===== src/rtl/alu_ctrl_pkg.sv =====
// Shared definitions for the EX-stage ALU control and the iterative mult/div unit.
// Contents: R-type funct constants, aluOP encodings, ALU control codes,
// writeback result_sel encodings and the mult/div sequencer state encoding.
package alu_ctrl_pkg;

    // aluOP encodings from the main decoder
    localparam logic [1:0] AOP_ADD   = 2'b00;
    localparam logic [1:0] AOP_SUB   = 2'b01;
    localparam logic [1:0] AOP_RTYPE = 2'b10;

    // R-type funct field values
    localparam logic [5:0] F_ADD   = 6'b100000;
    localparam logic [5:0] F_ADDU  = 6'b100001;
    localparam logic [5:0] F_SUB   = 6'b100010;
    localparam logic [5:0] F_SUBU  = 6'b100011;
    localparam logic [5:0] F_AND   = 6'b100100;
    localparam logic [5:0] F_OR    = 6'b100101;
    localparam logic [5:0] F_XOR   = 6'b100110;
    localparam logic [5:0] F_NOR   = 6'b100111;
    localparam logic [5:0] F_SLT   = 6'b101010;
    localparam logic [5:0] F_SLTU  = 6'b101011;
    localparam logic [5:0] F_MFHI  = 6'b010000;
    localparam logic [5:0] F_MTHI  = 6'b010001;
    localparam logic [5:0] F_MFLO  = 6'b010010;
    localparam logic [5:0] F_MTLO  = 6'b010011;
    localparam logic [5:0] F_MULT  = 6'b011000;
    localparam logic [5:0] F_MULTU = 6'b011001;
    localparam logic [5:0] F_DIV   = 6'b011010;
    localparam logic [5:0] F_DIVU  = 6'b011011;

    // ALU control codes
    localparam logic [3:0] ALU_AND  = 4'b0000;
    localparam logic [3:0] ALU_OR   = 4'b0001;
    localparam logic [3:0] ALU_ADD  = 4'b0010;
    localparam logic [3:0] ALU_SUB  = 4'b0110;
    localparam logic [3:0] ALU_SLT  = 4'b0111;
    localparam logic [3:0] ALU_SLTU = 4'b1000;
    localparam logic [3:0] ALU_NOR  = 4'b1100;
    localparam logic [3:0] ALU_XOR  = 4'b1101;

    // Writeback source select
    localparam logic [1:0] SEL_ALU = 2'b00;
    localparam logic [1:0] SEL_HI  = 2'b01;
    localparam logic [1:0] SEL_LO  = 2'b10;

    typedef enum logic [1:0] {
        ST_IDLE = 2'b00,
        ST_BUSY = 2'b01,
        ST_DONE = 2'b10
    } md_state_t;

    // MULT, MULTU, DIV, DIVU share the prefix 0110xx
    function automatic logic is_muldiv(input logic [5:0] f);
        return f[5:2] == 4'b0110;
    endfunction

endpackage


===== src/rtl/muldiv_iter.sv =====
// Iterative multiply/divide datapath, one bit per cycle, WIDTH cycles per op.
// Ports:
//   clk, reset        clock, synchronous active-high reset (clears the counter only)
//   start             load operands and begin an operation
//   op_div            1 = divide (restoring), 0 = multiply (shift-add)
//   op_signed         1 = signed operands handled as magnitudes with sign fixup
//   src_a, src_b      dividend/multiplicand and divisor/multiplier
//   done              high in the cycle whose edge completes the last step
//   hi, lo            final results, valid while done is high
module muldiv_iter #(
    parameter int WIDTH = 32
) (
    input  logic             clk,
    input  logic             reset,
    input  logic             start,
    input  logic             op_div,
    input  logic             op_signed,
    input  logic [WIDTH-1:0] src_a,
    input  logic [WIDTH-1:0] src_b,
    output logic             done,
    output logic [WIDTH-1:0] hi,
    output logic [WIDTH-1:0] lo
);
    localparam int CNT_W = $clog2(WIDTH + 1);

    logic [CNT_W-1:0] count;
    logic             is_div;
    logic             neg_main;   // negate product, or quotient
    logic             neg_rem;    // negate remainder (dividend was negative)
    logic [WIDTH-1:0] acc;        // product high half / partial remainder
    logic [WIDTH-1:0] quo;        // multiplier being consumed / quotient being built
    logic [WIDTH-1:0] opnd;       // multiplicand / divisor magnitude

    logic [WIDTH:0]     mul_sum;
    logic [WIDTH:0]     div_shift;
    logic [WIDTH:0]     div_diff;
    logic [WIDTH-1:0]   acc_nxt;
    logic [WIDTH-1:0]   quo_nxt;
    logic [2*WIDTH-1:0] prod_fix;

    function automatic logic [WIDTH-1:0] abs_val(input logic signed [WIDTH-1:0] v,
                                                 input logic en);
        if (en && v[WIDTH-1]) return -v;
        return v;
    endfunction

    function automatic logic [WIDTH-1:0] neg_w(input logic [WIDTH-1:0] v, input logic en);
        return en ? -v : v;
    endfunction

    function automatic logic [2*WIDTH-1:0] neg_2w(input logic [2*WIDTH-1:0] v,
                                                  input logic en);
        return en ? -v : v;
    endfunction

    always_ff @(posedge clk) begin
        if (reset) begin
            count <= '0;
        end else if (start) begin
            count <= CNT_W'(WIDTH);
        end else if (count != '0) begin
            count <= count - 1'b1;
        end
    end

    // Datapath registers carry no reset; they are reloaded on every start.
    always_ff @(posedge clk) begin
        if (start) begin
            is_div <= op_div;
            acc    <= '0;
            if (op_div) begin
                quo      <= abs_val(src_a, op_signed);
                opnd     <= abs_val(src_b, op_signed);
                // Divide-by-zero keeps the all-ones quotient unsigned.
                neg_main <= op_signed && (src_a[WIDTH-1] ^ src_b[WIDTH-1]) && (src_b != '0);
                neg_rem  <= op_signed && src_a[WIDTH-1];
            end else begin
                quo      <= abs_val(src_b, op_signed);
                opnd     <= abs_val(src_a, op_signed);
                neg_main <= op_signed && (src_a[WIDTH-1] ^ src_b[WIDTH-1]);
                neg_rem  <= 1'b0;
            end
        end else if (count != '0) begin
            acc <= acc_nxt;
            quo <= quo_nxt;
        end
    end

    // One iteration step
    always_comb begin
        mul_sum   = {1'b0, acc} + (quo[0] ? {1'b0, opnd} : '0);
        div_shift = {acc, quo[WIDTH-1]};
        div_diff  = div_shift - {1'b0, opnd};
        if (is_div) begin
            if (!div_diff[WIDTH]) begin
                acc_nxt = div_diff[WIDTH-1:0];
                quo_nxt = {quo[WIDTH-2:0], 1'b1};
            end else begin
                acc_nxt = div_shift[WIDTH-1:0];
                quo_nxt = {quo[WIDTH-2:0], 1'b0};
            end
        end else begin
            acc_nxt = mul_sum[WIDTH:1];
            quo_nxt = {mul_sum[0], quo[WIDTH-1:1]};
        end
    end

    // Final result is the last step's output with sign fixup applied
    always_comb begin
        prod_fix = neg_2w({acc_nxt, quo_nxt}, neg_main);
        if (is_div) begin
            hi = neg_w(acc_nxt, neg_rem);
            lo = neg_w(quo_nxt, neg_main);
        end else begin
            hi = prod_fix[2*WIDTH-1:WIDTH];
            lo = prod_fix[WIDTH-1:0];
        end
    end

    assign done = (count == CNT_W'(1));

endmodule


===== src/rtl/alu_control_muldiv.sv =====
// EX-stage ALU control with mult/div sequencing and HI/LO registers.
// Ports:
//   clk, reset      clock, synchronous active-high reset
//   valid           EX-stage instruction valid
//   aluOP           00 add, 01 sub, 10 R-type, 11 reserved
//   func_field      R-type funct
//   src_a, src_b    rs / rt operands
//   control_input   ALU control code (combinational)
//   result_sel      writeback select: 00 ALU, 01 HI, 10 LO
//   illegal         unknown funct or reserved aluOP, qualified by valid
//   stall           pipeline hold while a mult/div runs
//   busy            sequencer not idle
//   hi, lo          HI/LO registers
module alu_control_muldiv
    import alu_ctrl_pkg::*;
#(
    parameter int WIDTH  = 32,
    parameter int CTRL_W = 4
) (
    input  logic              clk,
    input  logic              reset,
    input  logic              valid,
    input  logic [1:0]        aluOP,
    input  logic [5:0]        func_field,
    input  logic [WIDTH-1:0]  src_a,
    input  logic [WIDTH-1:0]  src_b,
    output logic [CTRL_W-1:0] control_input,
    output logic [1:0]        result_sel,
    output logic              illegal,
    output logic              stall,
    output logic              busy,
    output logic [WIDTH-1:0]  hi,
    output logic [WIDTH-1:0]  lo
);
    md_state_t        state;
    logic [3:0]       alu_code;
    logic             known;
    logic             rtype;
    logic             start;
    logic             mt_hi;
    logic             mt_lo;
    logic             md_done;
    logic [WIDTH-1:0] md_hi;
    logic [WIDTH-1:0] md_lo;

    always_comb begin
        alu_code = ALU_ADD;
        known    = 1'b1;
        unique case (aluOP)
            AOP_ADD: alu_code = ALU_ADD;
            AOP_SUB: alu_code = ALU_SUB;
            AOP_RTYPE: begin
                case (func_field)
                    F_ADD, F_ADDU:  alu_code = ALU_ADD;
                    F_SUB, F_SUBU:  alu_code = ALU_SUB;
                    F_AND:          alu_code = ALU_AND;
                    F_OR:           alu_code = ALU_OR;
                    F_NOR:          alu_code = ALU_NOR;
                    F_XOR:          alu_code = ALU_XOR;
                    F_SLT:          alu_code = ALU_SLT;
                    F_SLTU:         alu_code = ALU_SLTU;
                    F_MFHI, F_MTHI, F_MFLO, F_MTLO,
                    F_MULT, F_MULTU, F_DIV, F_DIVU: alu_code = ALU_ADD;
                    default:        known = 1'b0;
                endcase
            end
            default: known = 1'b0;
        endcase
    end

    assign rtype         = (aluOP == AOP_RTYPE);
    assign control_input = CTRL_W'(alu_code);
    assign illegal       = valid && !known;
    assign result_sel    = !rtype                ? SEL_ALU :
                           (func_field == F_MFHI) ? SEL_HI  :
                           (func_field == F_MFLO) ? SEL_LO  : SEL_ALU;

    // Starts and HI/LO moves are only honoured in IDLE; DONE deliberately
    // ignores the still-present stalled instruction so it retires once.
    assign start = valid && rtype && is_muldiv(func_field) && (state == ST_IDLE);
    assign mt_hi = valid && rtype && (func_field == F_MTHI) && (state == ST_IDLE);
    assign mt_lo = valid && rtype && (func_field == F_MTLO) && (state == ST_IDLE);

    muldiv_iter #(.WIDTH(WIDTH)) u_iter (
        .clk       (clk),
        .reset     (reset),
        .start     (start),
        .op_div    (func_field[1]),
        .op_signed (!func_field[0]),
        .src_a     (src_a),
        .src_b     (src_b),
        .done      (md_done),
        .hi        (md_hi),
        .lo        (md_lo)
    );

    always_ff @(posedge clk) begin
        if (reset) begin
            state <= ST_IDLE;
            hi    <= '0;
            lo    <= '0;
        end else begin
            case (state)
                ST_IDLE: begin
                    if (start) begin
                        state <= ST_BUSY;
                    end else if (mt_hi) begin
                        hi <= src_a;
                    end else if (mt_lo) begin
                        lo <= src_a;
                    end
                end
                ST_BUSY: begin
                    if (md_done) begin
                        hi    <= md_hi;
                        lo    <= md_lo;
                        state <= ST_DONE;
                    end
                end
                default: state <= ST_IDLE;
            endcase
        end
    end

    // Stall covers the start cycle combinationally plus every BUSY cycle.
    assign stall = start || (state == ST_BUSY);
    assign busy  = (state != ST_IDLE);

endmodule


===== config.mk =====
export PLATFORM = sky130hd
export DESIGN_NAME = alu_control_muldiv
export DESIGN_NICKNAME = d
export VERILOG_FILES = /design/src/rtl/alu_ctrl_pkg.sv /design/src/rtl/muldiv_iter.sv /design/src/rtl/alu_control_muldiv.sv
export SDC_FILE = /design/constraint.sdc
export NUM_CORES = 1
export LEC_CHECK = 0
export CORE_UTILIZATION = 35
export DETAILED_ROUTE_END_ITERATION = 6
export GPL_ROUTABILITY_DRIVEN = 0
export GPL_TIMING_DRIVEN = 0
export SLEW_MARGIN = 20
export SYNTH_ARGS = -nofsm -noshare
export SYNTH_HDL_FRONTEND = slang
export SYNTH_SLANG_ARGS = --single-unit

===== constraint.sdc =====
create_clock -name clk -period 4.75 [get_ports clk]
set_clock_uncertainty 0.1 [all_clocks]
set_input_delay 1.1875 -clock clk [delete_from_list [all_inputs] [get_ports clk]]
set_output_delay 1.1875 -clock clk [all_outputs]
set_load 0.05 [all_outputs]

==> results by group <==
Run status
  – Status: finished, violations left
  – Violated checks: negative setup slack

Detailed routing
  – Drt initial violations: 1,960
  – WL per Instance: 23.7 um
  – DRC: 0
  – DR vias/cell: just over 6
  – Vias: approximately 17,000
  – Antenna viol nets, final: 0
  – Final wirelength: between 60 and 70 mm
  – First-pass iteration count of the detailed router: 6

Logic synthesis
  – Ys async rst share: 0
  – Sequential element share of the synthesized area: 0.263
  – Top cell type's share of synthesized area: 0.134
  – Net Count, Synth: approximately 2,200
  – Synth area leader: dfxtp_1
  – Post-Synthesis Cell Area: ~16,000 um2
  – Netlist cell types: 93
  – Top_reg_cell synth: dfxtp_1
  – Synth area leaders: dfxtp_1 13%, edfxtp_1 13%, a21oi_1 6.1%
  – Post-synthesis register bit count: 171
  – Yosys warns: 0
  – Synthesized instance count: about 2,000
  – EDFF count, synth: 67
  – Mean Syn Cell Area: 7.66 um2

Clocking
  – Clock latency on the worst-skew pair: 0.46 ns
  – Hold_buf cts: 0
  – H-Tree Depth: 4
  – Worst-path clk slew: about 0.07 ns
  – CTS Buf Count: 17
  – Clk sinks: ~170
  – Clock buffer depth: 2
  – CTS root buf: clkbuf_16
  – CTS tree: done

Critical path
  – Crit path cell chain: ha_4, fa_2, nand2b_4, a21oi_4, o21bai_4, a21o_4, a21oi_4, buf_4, buf_6, o21ai_1, buf_4, buf_4, a311o_2, or3_4, or3_4, nor2_4, nand3_1, mux2i_1, o21ai_1, nor3_1
  – Most frequent CP cell: buf_4
  – Startpoint types: flip-flop
  – Worst R2R Setup Slack: -0.14 ns
  – Endpoint type of the worst setup path: flip-flop
  – Crit path max fanout: 10
  – CP Data Arrival Time: between 5 and 6 ns
  – Crit-path slowest cell: a311o_2
  – Crit path required time: between 4 and 5 ns
  – Crit path kind: flip-flop to flip-flop
  – Crit-path max cell delay: approximately 0.45 ns

Floorplanning
  – Core footprint: 43,500 um2
  – Die Ht: 213 um
  – Row count: 76
  – Die Area: approximately 45,000 um2
  – I/O pin count: approximately 150
  – Initial Util: 0.358
  – Die Width: 213 um

Timing
  – Unrepaired setup endpoints after global routing: true
  – Fin crit period: about 4.9 ns
  – Fmax: 0.204 GHz
  – Max transition margin: 0.317
  – Slew @ Worst Pin: 1.02 ns
  – Final setup viols: 10
  – Final worst path period share: 1.03
  – Hold slack: ~0.37 ns
  – Final Slew Violations: 0
  – Final WS setup: -0.144 ns
  – Hold Vio Cnt, Final: 0

Power
  – Power density over cell area: between 600 and 700 nW/um2
  – Leakage: between 7 and 8 nW
  – Power, Total: between 0.01 and 0.015 W
  – Peak supply drop: ~0.33 mV

Placed design
  – Pre-CTS WS: -1.55 ns
  – I/O Buffers: 146
  – Area after DPL: 17,800 um2
  – HPWL Detailed: approximately 53 mm

Run
  – Max-Cap Viols: 0

GRT
  – Vias in the first global route: 16,300
  – Congestion Overflow GR: 0
  – Initial antenna violation count: 0
  – Gr usage total: 0.290
  – First-pass GRT wire length: just under 100 mm
  – Largest net degree at the start of global routing: 33

Hold path
  – Hold WC Path Type: flip-flop to flip-flop

Layout
  – Fin area: around 20,000 um2
  – Nets@finish: between 2,000 and 2,500
  – Ratio of cells with drive above 1 in the final layout: 0.140
  – Area grow syn2layout: 26.4%
  – Core Util, Final: 0.453
  – FILL cells: 4,366
==> metal layers <==
layer | up-vias | part of all wire | GRT usage
met5 | - | 0 | 0
met4 | 0 | 0.053 | 0.131
met3 | 243 | 0.092 | 0.0609
met2 | 998 | 0.45 | 0.465
met1 | 8390 | 0.41 | 0.372
li1 | 7796 | - | -
==> layout make-up <==
| class | count | area, um2 | share of cell area |
|---|---|---|---|
| Antenna cell | 1 | 2.50 | 0.000127 |
| Clock inverter | 15 | 144 | 0.00732 |
| Inverter | 63 | 236 | 0.0120 |
| Tap cell | 585 | 732 | 0.0372 |
| Timing Repair Buffer | 197 | 1870 | 0.0952 |
| Multi-Input combinational cell | 1678 | 11600 | 0.590 |
| Buffer | 112 | 547 | 0.0278 |
| Clock buffer | 17 | 425 | 0.0216 |
| Sequential cell | 171 | 4100 | 0.208 |
==> cell families after synthesis <==
group / count (synthesis) / synth area share
flops: 171 / 0.263
compound gates: 580 / 0.239
mux: 102 / 0.0662
simple gates: 761 / 0.234
buf+inv: 182 / 0.0469
fa+ha+maj: 76 / 0.0621
xor+xnor: 158 / 0.0890
==> cell usage in the layout, fill, tap and decap left out, drive strengths merged, types with 8 or more instances in the layout <==
cell,Yosys,layout
nand2b,15,15
o211ai,17,17
a211o,9,9
or3,22,22
o21ai,129,129
clkbuf,85,99
a21o,26,26
nand4,28,28
a31oi,29,29
dfxtp,104,104
and2,40,40
nor2,249,249
edfxtp,67,67
nand3,29,29
a311oi,26,26
nor2b,23,23
a21oi,194,194
a211oi,45,45
o31ai,10,10
and3,21,21
xor2,69,69
clkdlybuf4s50,0,139
nor4,19,19
o21a,18,18
or4,8,8
mux2i,95,95
xnor2,89,89
buf,34,82
nand2,204,204
or2,9,9
nor3,71,72
inv,62,73
ha,74,74
==> what timing repair did <==
| action | in CTS | in global routing |
|---|---|---|
| pin swaps | 40 | 42 |
| buffers inserted | 26 | 24 |
| endpoints found under the setup margin | 83 | 57 |
| resized for setup | 115 | 129 |
| gates cloned | 0 | 1 |
==> worst max-delay path, delay by kind of cell, from the launching register on <==
kind / cells / cell delay (ns)
muxes: 1 / 0.15
adders and majority gates: 2 / 0.55
DFF: 1 / 0.43
and+or+nand+nor: 6 / 1.32
AOI/OAI and AO/OA: 7 / 1.54
buffers and inverters: 4 / 0.68
==> power by group <==
group | internal (W) | switching (W) | leakage (nW)
Combinational | 0.00311 | 0.00507 | 5.66
Clock | 0.000700 | 0.000712 | 0.277
Sequential | 0.00199 | 0.000462 | 1.49
Total | 0.00580 | 0.00624 | 7.42
==> metrics by stage <==
step | instances | setup TNS [ns]
2_1_floorplan | 2030 | 0
3_3_place_gp | 2761 | -72.69
3_5_place_dp | 2762 | -54.77
4_1_cts | 2818 | -1.99
5_1_grt | 2838 | -3.43
6_report | 2839 | -0.753
==> synth_stat cells (14+ instances only) <==
| cell type | count |
|---|---|
| or3_1 | 22 |
| edfxtp_1 | 67 |
| o21a_1 | 18 |
| dfxtp_1 | 104 |
| nor2_1 | 248 |
| ha_1 | 74 |
| a21oi_1 | 190 |
| nand2_1 | 201 |
| o21ai_0 | 123 |
| a31oi_1 | 29 |
| nand3_1 | 29 |
| and2_1 | 37 |
| xor2_1 | 69 |
| o211ai_1 | 16 |
| nor3_1 | 70 |
| buf_2 | 16 |
| buf_1 | 14 |
| a211oi_1 | 45 |
| nand4_1 | 27 |
| nor4_1 | 18 |
| clkbuf_1 | 85 |
| and3_1 | 20 |
| nor2b_1 | 23 |
| nand2b_1 | 15 |
| mux2i_1 | 95 |
| inv_1 | 61 |
| a21o_1 | 25 |
| xnor2_1 | 89 |
| a311oi_1 | 24 |
==> path summary, 6_finish.rpt <==
| kind | depth (start not counted) | start | endpoint |
|---|---|---|---|
| hold reg to reg | 2 | hi[1] | hi[1] |
| hold / removal | 2 | hi[1] | hi[1] |
| setup reg to reg | 20 | u_iter.opnd[0] | lo[29] |
| setup / recovery | 20 | u_iter.opnd[0] | lo[29] |
==> flip-flops by register name (all words and copies together) (netlist names) <==
| register | flops |
|---|---|
| hi | 32 |
| lo | 32 |
| state | 2 |
| u_iter.acc | 32 |
| u_iter.count | 6 |
| u_iter.is_div | 1 |
| u_iter.neg_main | 1 |
| u_iter.neg_rem | 1 |
| u_iter.opnd | 32 |
| u_iter.quo | 32 |
(Power assumes the default switching activity.)
